===== config.mk =====
export PLATFORM = sky130hd
export DESIGN_NAME = fft_stage_seq
export DESIGN_NICKNAME = d
export VERILOG_FILES = /design/src/rtl/fft_pkg.sv /design/src/rtl/fft_seq_pipe.sv /design/src/rtl/fft_stage_seq.sv
export SDC_FILE = /design/constraint.sdc
export NUM_CORES = 1
export LEC_CHECK = 0
export CAP_MARGIN = 15
export CORE_UTILIZATION = 42
export DETAILED_ROUTE_END_ITERATION = 6
export PLACE_DENSITY = 0.76
export SLEW_MARGIN = 20
export SYNTH_ARGS = -nofsm -noshare
export SYNTH_HDL_FRONTEND = slang
export SYNTH_HIERARCHICAL = 1
export SYNTH_SLANG_ARGS = --single-unit

===== constraint.sdc =====
create_clock -name clk -period 2 [get_ports clk]
set_clock_uncertainty 0.2 [all_clocks]
set_input_delay 0.3 -clock clk [delete_from_list [all_inputs] [get_ports clk]]
set_output_delay 0.3 -clock clk [all_outputs]
set_load 0.05 [all_outputs]

===== src/rtl/fft_pkg.sv =====
// fft_pkg: shared types and defaults for the FFT stage sequencer.
`default_nettype none
package fft_pkg;

  typedef enum logic [1:0] {
    LOAD_P = 2'd0,
    BFLY_P = 2'd1,
    LOAD_N = 2'd2,
    BFLY_N = 2'd3
  } shift_t;

  typedef enum logic [1:0] {
    IDLE  = 2'd0,
    RUN   = 2'd1,
    FLUSH = 2'd2
  } state_t;

  localparam int FRAME_BEATS_DEF = 32;

endpackage
`default_nettype wire


===== src/rtl/fft_seq_pipe.sv =====
// fft_seq_pipe: two-stage delay line turning add_sub_en into mul_en/tw_idx and out_valid/frame_done.
`default_nettype none
module fft_seq_pipe #(
  parameter int TW_W = 3
) (
  input  logic            clk,
  input  logic            rst,
  input  logic            add_sub_en,
  input  logic [TW_W-1:0] tw_in,
  input  logic            done_in,
  output logic            mul_en,
  output logic [TW_W-1:0] tw_idx,
  output logic            out_valid,
  output logic            frame_done
);

  logic done_d;

  always_ff @(posedge clk or negedge rst) begin
    if (!rst) begin
      mul_en     <= 1'b0;
      tw_idx     <= '0;
      out_valid  <= 1'b0;
      done_d     <= 1'b0;
      frame_done <= 1'b0;
    end else begin
      mul_en     <= add_sub_en;
      // twiddle index only advances with a real butterfly beat, so it holds across gaps
      if (add_sub_en) tw_idx <= tw_in;
      out_valid  <= mul_en;
      done_d     <= done_in;
      frame_done <= done_d;
    end
  end

endmodule
`default_nettype wire


===== src/rtl/fft_stage_seq.sv =====
// fft_stage_seq: beat sequencer for one radix-2 FFT stage (shift_type, strobes, twiddle index, framing).
// Optional macro FFT_SEQ_GAP_CHECK_EN: a mid-frame valid gap raises err_gap and aborts the frame.
`default_nettype none
module fft_stage_seq
  import fft_pkg::*;
#(
  parameter int HALF        = 8,
  parameter int FRAME_BEATS = FRAME_BEATS_DEF
) (
  input  logic                    clk,
  input  logic                    rst,
  input  logic                    valid,
  output logic [1:0]              shift_type,
  output logic                    add_sub_en,
  output logic                    mul_en,
  output logic [$clog2(HALF)-1:0] tw_idx,
  output logic                    out_valid,
  output logic                    frame_start,
  output logic                    frame_done,
  output logic                    busy,
  output logic                    err_gap
);

  localparam int LH = $clog2(HALF);
  localparam int CW = $clog2(FRAME_BEATS);
  localparam logic [CW-1:0] LAST = CW'(FRAME_BEATS - 1);

  state_t        state;
  shift_t        phase;
  logic [CW-1:0] beat_cnt;
  logic [CW-1:0] beat_next;
  logic          done_in;

  // beat_cnt always names the beat presented this cycle, so the decode lines up with its data
  assign phase       = shift_t'(beat_cnt[LH+1:LH]);
  assign shift_type  = phase;
  assign add_sub_en  = valid & ((phase == BFLY_P) | (phase == BFLY_N));
  assign frame_start = rst & valid & (beat_cnt == '0);
  assign done_in     = add_sub_en & (beat_cnt == LAST);
  assign beat_next   = (beat_cnt == LAST) ? '0 : beat_cnt + CW'(1);
  assign busy        = (state != IDLE) | mul_en | out_valid;

`ifdef FFT_SEQ_GAP_CHECK_EN
  logic gap_flag;
  assign err_gap = gap_flag;
`else
  assign err_gap = 1'b0;
`endif

  always_ff @(posedge clk or negedge rst) begin
    if (!rst) begin
      state    <= IDLE;
      beat_cnt <= '0;
`ifdef FFT_SEQ_GAP_CHECK_EN
      gap_flag <= 1'b0;
`endif
    end else begin
      case (state)
        IDLE: begin
          if (valid) begin
            state    <= RUN;
            beat_cnt <= beat_next;
          end
        end
        RUN: begin
          if (valid) begin
            beat_cnt <= beat_next;
          end else if (beat_cnt == '0) begin
            state <= FLUSH;
          end else begin
`ifdef FFT_SEQ_GAP_CHECK_EN
            gap_flag <= 1'b1;
            state    <= FLUSH;
            beat_cnt <= '0;
`endif
          end
        end
        FLUSH: begin
          // a new frame may start while the last butterflies are still draining
          if (valid) begin
            state    <= RUN;
            beat_cnt <= beat_next;
          end else if (!mul_en) begin
            state <= IDLE;
          end
        end
        default: state <= IDLE;
      endcase
    end
  end

  fft_seq_pipe #(
    .TW_W (LH)
  ) u_pipe (
    .clk        (clk),
    .rst        (rst),
    .add_sub_en (add_sub_en),
    .tw_in      (beat_cnt[LH-1:0]),
    .done_in    (done_in),
    .mul_en     (mul_en),
    .tw_idx     (tw_idx),
    .out_valid  (out_valid),
    .frame_done (frame_done)
  );

endmodule
`default_nettype wire


======== Word level (Yosys, flattened, before mapping) ========
Index checks and enable logic that the tools add are counted.
storage, ports and cells
  flip-flop bits (word level) ............. 14
  input port bits ......................... 3
  output and inout port bits .............. 12
  word-level logic and storage cells ...... 37
cells by class
  add/sub/neg operators ................... 1
  equality and inequality tests ........... 9
  mux-type cells .......................... 7
  bitwise gates (word level) .............. 7
  reductions and logical operators ........ 6
operators with widths
  operator                                              count
  two-way mux 2 bit                                     5
  inequality test 2 bit (second input constant)         3
  case mux 2 bit (3 select lines)                       1
  adder 5 x 1 -> 5 bit (second input constant)          1
  equality test 5 bit (second input constant)           1
  logical NOT 5 bit                                     1
  two-way mux 5 bit                                     1
  bitwise AND 1 bit                                     4
  equality test 2 x 1 -> 1 bit (second input constant)  2
  equality test 2 bit (second input constant)           2
  AND reduction 4 bit                                   1
  inequality test 3 bit (second input constant)         1
  OR 1 bit                                              3
  OR reduction 3 bit                                    1
  logical NOT 2 bit                                     1
  AND reduction 2 bit                                   1
  nonzero test 2 bit                                    1

======== Longest topological paths before layout ========
Gate-level depths: netlist (run 1).
  depth in word-level cells ............... 4
  mapped depth ............................ 6
  gate-level depth less buffers ........... 6

======== Modules after synthesis ========
Netlist (run 1), hierarchy kept.
by module, submodules not included
  module         instances  cells each  area each (um^2)  seq. area each (um^2)
  fft_stage_seq  1          43          437.9             175.2
  fft_seq_pipe   1          10          209.0             175.2

======== Worst setup path before layout (run 1) ========
Ideal clock, no wire load.
  kind .................................... register -> register
  start point ............................. reg beat_cnt[0]
  end point ............................... reg beat_cnt[2]
  library setup time ...................... 66 ps
  arrival ................................. 1582 ps
  data required time ...................... 1734 ps
  setup slack ............................. 152 ps
  cell stages (with the launch flop) ...... 6
  buffers on the path ..................... 0
  clock period less this slack ............ 1848 ps
  cells stage by stage .................... dfrtp_1 ha_1 and3_1 ha_1 or4b_1 nand2_1
between the ends
  longest elaborated chain between the ends .. 2
  elaborated cells on any way between the ends .. 3
  classes of those cells .................. add/sub (1); eq/ne (1); mux (1)
RTL lines
  item                                                         RTL line             source
  start: declaration                                           fft_stage_seq.sv:30  logic [CW-1:0] beat_cnt;
  start signal: assignment                                     fft_stage_seq.sv:62  beat_cnt <= beat_next;
  start signal: assignment                                     fft_stage_seq.sv:67  beat_cnt <= beat_next;
  start signal: assignment                                     fft_stage_seq.sv:82  beat_cnt <= beat_next;
  adder 5 x 1 -> 5 bit or equality test 5 bit (tied branches)  fft_stage_seq.sv:40  assign beat_next = (beat_cnt == LAST) ? '0 : beat_cnt + CW'(1);
  two-way mux 5 bit (*)                                        fft_stage_seq.sv:40
Every way passes the cells marked *; elsewhere a longest branch is shown, timed or not.
A chain may end at the register's enable or synchronous reset.

======== Final worst setup path (run 1) ========
  start point ............................. reg beat_cnt[0]
  end point ............................... out frame_start
between the ends
  longest elaborated chain between the ends .. 2
RTL lines
  item               RTL line             source
  logical NOT 5 bit  fft_stage_seq.sv:38  assign frame_start = rst & valid & (beat_cnt == '0);
  bitwise AND 1 bit  fft_stage_seq.sv:38
  end: declaration   fft_stage_seq.sv:18  output logic frame_start,
No other way between the ends.

==> results of run 1 <==
power by group:
group	internal [W]	switching (W)
clock network	0.000111	0.0000900
registers	0.000368	0.0000857
logic	0.000263	0.000365
metal layers:
layer,GRT usage,vias to the layer above,routed length [µm]
li1,-,233,-
met1,0.214,241,573
met2,0.238,16,645
met3,0.0652,2,69
met4,0.0968,0,17
met5,0,-,0
state kept, by name, summed over array words and instances, names as in the netlist:
signal	cells
u_pipe/frame_done	1
u_pipe/done_d	1
u_pipe/out_valid	1
beat_cnt	5
state	2
u_pipe/tw_idx	3
u_pipe/mul_en	1
layout by cell type, fill, tap and decap left out:
| master | n |
|---|---|
| or4b_1 | 1 |
| clkbuf_4 | 3 |
| mux2_2 | 4 |
| and3_2 | 1 |
| nand2b_1 | 1 |
| a22oi_1 | 1 |
| inv_1 | 2 |
| and3_4 | 1 |
| nor2_1 | 1 |
| clkdlybuf4s50_1 | 6 |
| nand3b_1 | 2 |
| a21oi_1 | 1 |
| nor3_1 | 1 |
| nor2b_1 | 2 |
| a21o_2 | 1 |
| o41ai_2 | 1 |
| a2bb2oi_1 | 1 |
| a21bo_1 | 1 |
| ha_1 | 2 |
| or4_1 | 1 |
| and2_2 | 1 |
| nor4b_4 | 1 |
| ha_2 | 1 |
| buf_12 | 2 |
| clkbuf_8 | 1 |
| nand2_1 | 2 |
| o21ai_0 | 2 |
| dfrtp_1 | 14 |
| buf_4 | 16 |
| conb_1 | 1 |
| and3_1 | 1 |
| nand3_1 | 1 |
worst register-to-register path, cell delays in order (launching register included):
cell and delay [ns]:
dfrtp_1 0.39, buf_4 0.15, ha_2 0.19, and3_1 0.18, ha_1 0.19, or4b_1 0.50, nand2_1 0.08
logic make-up (layout without fill, tap and decap cells):
group | count (synthesis) | in the layout | synth area share
and+or+nand+nor | 17 | 17 | 0.170
DFF | 14 | 14 | 0.542
AOI/OAI and AO/OA | 8 | 8 | 0.0909
buffers and inverters | 6 | 30 | 0.0638
muxes | 4 | 4 | 0.0696
adders and majority gates | 3 | 3 | 0.0580
other | 1 | 1 | 0.00580
path summary, 6_finish.rpt:
| kind | start | end |
|---|---|---|
| max in group asynchronous | rst | beat_cnt[0] |
| min reg2reg | u_pipe/done_d | u_pipe/frame_done |
| max | beat_cnt[0] | frame_start |
| max reg2reg | beat_cnt[0] | beat_cnt[2] |
| min | u_pipe/done_d | u_pipe/frame_done |
| min in group asynchronous | rst | state[0] |
metrics by stage:
stage	util	hold slack [ns]	setup TNS [ns]
after detailed placement	0.591	0.138	0
after CTS	0.650	0.157	0
after global placement	0.591	0.135	0
final	0.671	0.154	0
after floorplan	-	-0.196	0
after global routing	0.671	0.160	-0.0633
final cells by class:
| type | instances | area share |
|---|---|---|
| Timing Repair Buffer | 24 | 0.240 |
| Clock buffer | 4 | 0.0396 |
| Tap cell | 15 | 0.0205 |
| Multi-Input combinational cell | 33 | 0.310 |
| Sequential cell | 14 | 0.382 |
| Inverter | 2 | 0.00819 |
timing repair:
| action | in CTS | in global routing |
|---|---|---|
| gates cloned | 0 | 0 |
| resized for setup | 2 | 3 |
| setup endpoints to repair | 1 | 4 |
| setup buffers | 4 | 2 |
| hold buffers | 0 | 0 |
==> summary.md, run 1 <==
| Metric | Value |
|---|---|
| Status | finished clean |
| Top-count cell post-synth | dfrtp_1 |
| Flops & latches, synth | 14 |
| EDFF count, synth | 0 |
| First-pass GRT wire length | 1.73 mm |
| Mapped Nets | just under 60 |
| CTS H-tree depth | 1 |
| Vias in the first global route | 384 |
| TritonCTS buffer count | 3 |
| Hold Path Stages | 0 |
| DRT Wirelength | 1.31 mm |
| Initial DRC count | 10 |
| Endpoints failing setup | 0 |
| Worst reg2reg setup slack | 0.07 ns |
| CP Cell Sequence | inv_1, ha_1, nor4b_4, and3_4, buf_12 |
| Synth-to-layout area growth | 41.8% |
| Register area | 350 µm² |
| Core Box Area | 0.00137 mm² |
| CP endpoint kind | output pin |
| Die Height | 41.2 µm |
| Top-area cell type share of the netlist area | 0.542 |
| Max Root-Sink Buffers | 2 |
| Leak | 0.431 nW |
| Die Area | 0.00170 mm² |
| Placed insts | 82 |
| Worst r2r path cells | 6 |
| WP depth | 5 |
| Root Driver | clkbuf_4 |
| Maxcap violations | 0 |
| Hpwl dp | 856 µm |
| Ys async rst share | 1.00 |
| Critical path class | reg -> out |
| Worst-Skew Late Latency | approximately 0.28 ns |
| RSZ-0062 raised after global routing | true |
| Critical path's slowest cell | dfrtp_1 |
| Die Wd | 41.2 µm |
| Clk sinks | 14 |
| Sequential area share after synthesis | 0.542 |
| Vias | just under 500 |
| Hold Violations, Final | 0 |
| Final Wtd Congestion | 0.831 |
| DR vias/cell | 5.35 |
| Layout Nets | 84 |
| Mapped cell area | ~650 µm² |
| VDD IR max | 0.000720 V |
| Multi-input logic area | 284 µm² |
| Overall Global Routing Usage | 0.168 |
| FMAX | 506 MHz |
| Type of origin of the critical path | flip-flop |
| Arr. time, crit path | about 1.5 ns |
| Layout cell share with drive strength beyond 1 | 0.429 |
| DRT Pass-1 Iters | 4 |
| Top post-synthesis cells by count | dfrtp_1 (14), mux2_2 (4), buf_4 (3), ha_1 (3) |
| Critical path peak fanout | 2 |
| Antenna violations before repair | 0 |
| Post-Place Cell Area | 807 µm² |
| Fillers | between 100 and 150 |
| Residual DRC | 0 |
| Wire per inst | between 10 and 15 µm |
| Cells after synthesis | 53 |
| Slew Viols, Final | 0 |
| Finished Cell Area | 917 µm² |
| Ranking of synthesized cells by area | dfrtp_1 (54%), mux2_2 (7.0%), ha_1 (5.8%) |
| Congestion Overflow GR | 0 |
| PnR worst setup slack | 0.0250 ns |
| Place WS | 0.120 ns |
| Final cell count without fillers | 92 |
| Min-delay worst type | reg -> reg |
| PwrDens | 1400 mW/mm² |
| Buf+Inv Stages, Crit Path | 2 |
| Ys flop type | dfrtp_1 |
| I/O pins | 15 |
| Yosys top cell by area | dfrtp_1 |
| Antenna-violating nets left | 0 |
| Power Total | approximately 0.0013 W |
| Top delay family on crit path | simple AND/OR/NAND/NOR gates |
| PortBufs | 13 |
| Reg clk slew, reported paths | 0.08 ns |
| Ys Warns | 6 |
| Largest net degree at the start of global routing | 15 |
| Core Rows | 13 |
| Synth cell types | 27 |
| Syn_area_per_cell | approximately 12 µm² |
| CTS tree | yes |
| Starting Density | 0.473 |
| WP data required | 1.50 ns |
| Critical Path Max Stage Delay | 0.39 ns |
| Crit share post-route | 0.988 |
| Min cycle time layout | 1.98 ns |
| Diodes inserted | 0 |
Power figures use the tool's default switching activity.
==> inputs of run 2 (changes only) <==
--- a/config.mk
+++ b/config.mk
@@ -7,6 +7,7 @@
 export LEC_CHECK = 0
 export CAP_MARGIN = 15
 export CORE_UTILIZATION = 42
+export CTS_CLUSTER_SIZE = 28
 export DETAILED_ROUTE_END_ITERATION = 6
 export PLACE_DENSITY = 0.76
 export SLEW_MARGIN = 20
==> results of run 2 <==
No change in the layout: final DEF, timing and power equal those of run 1.
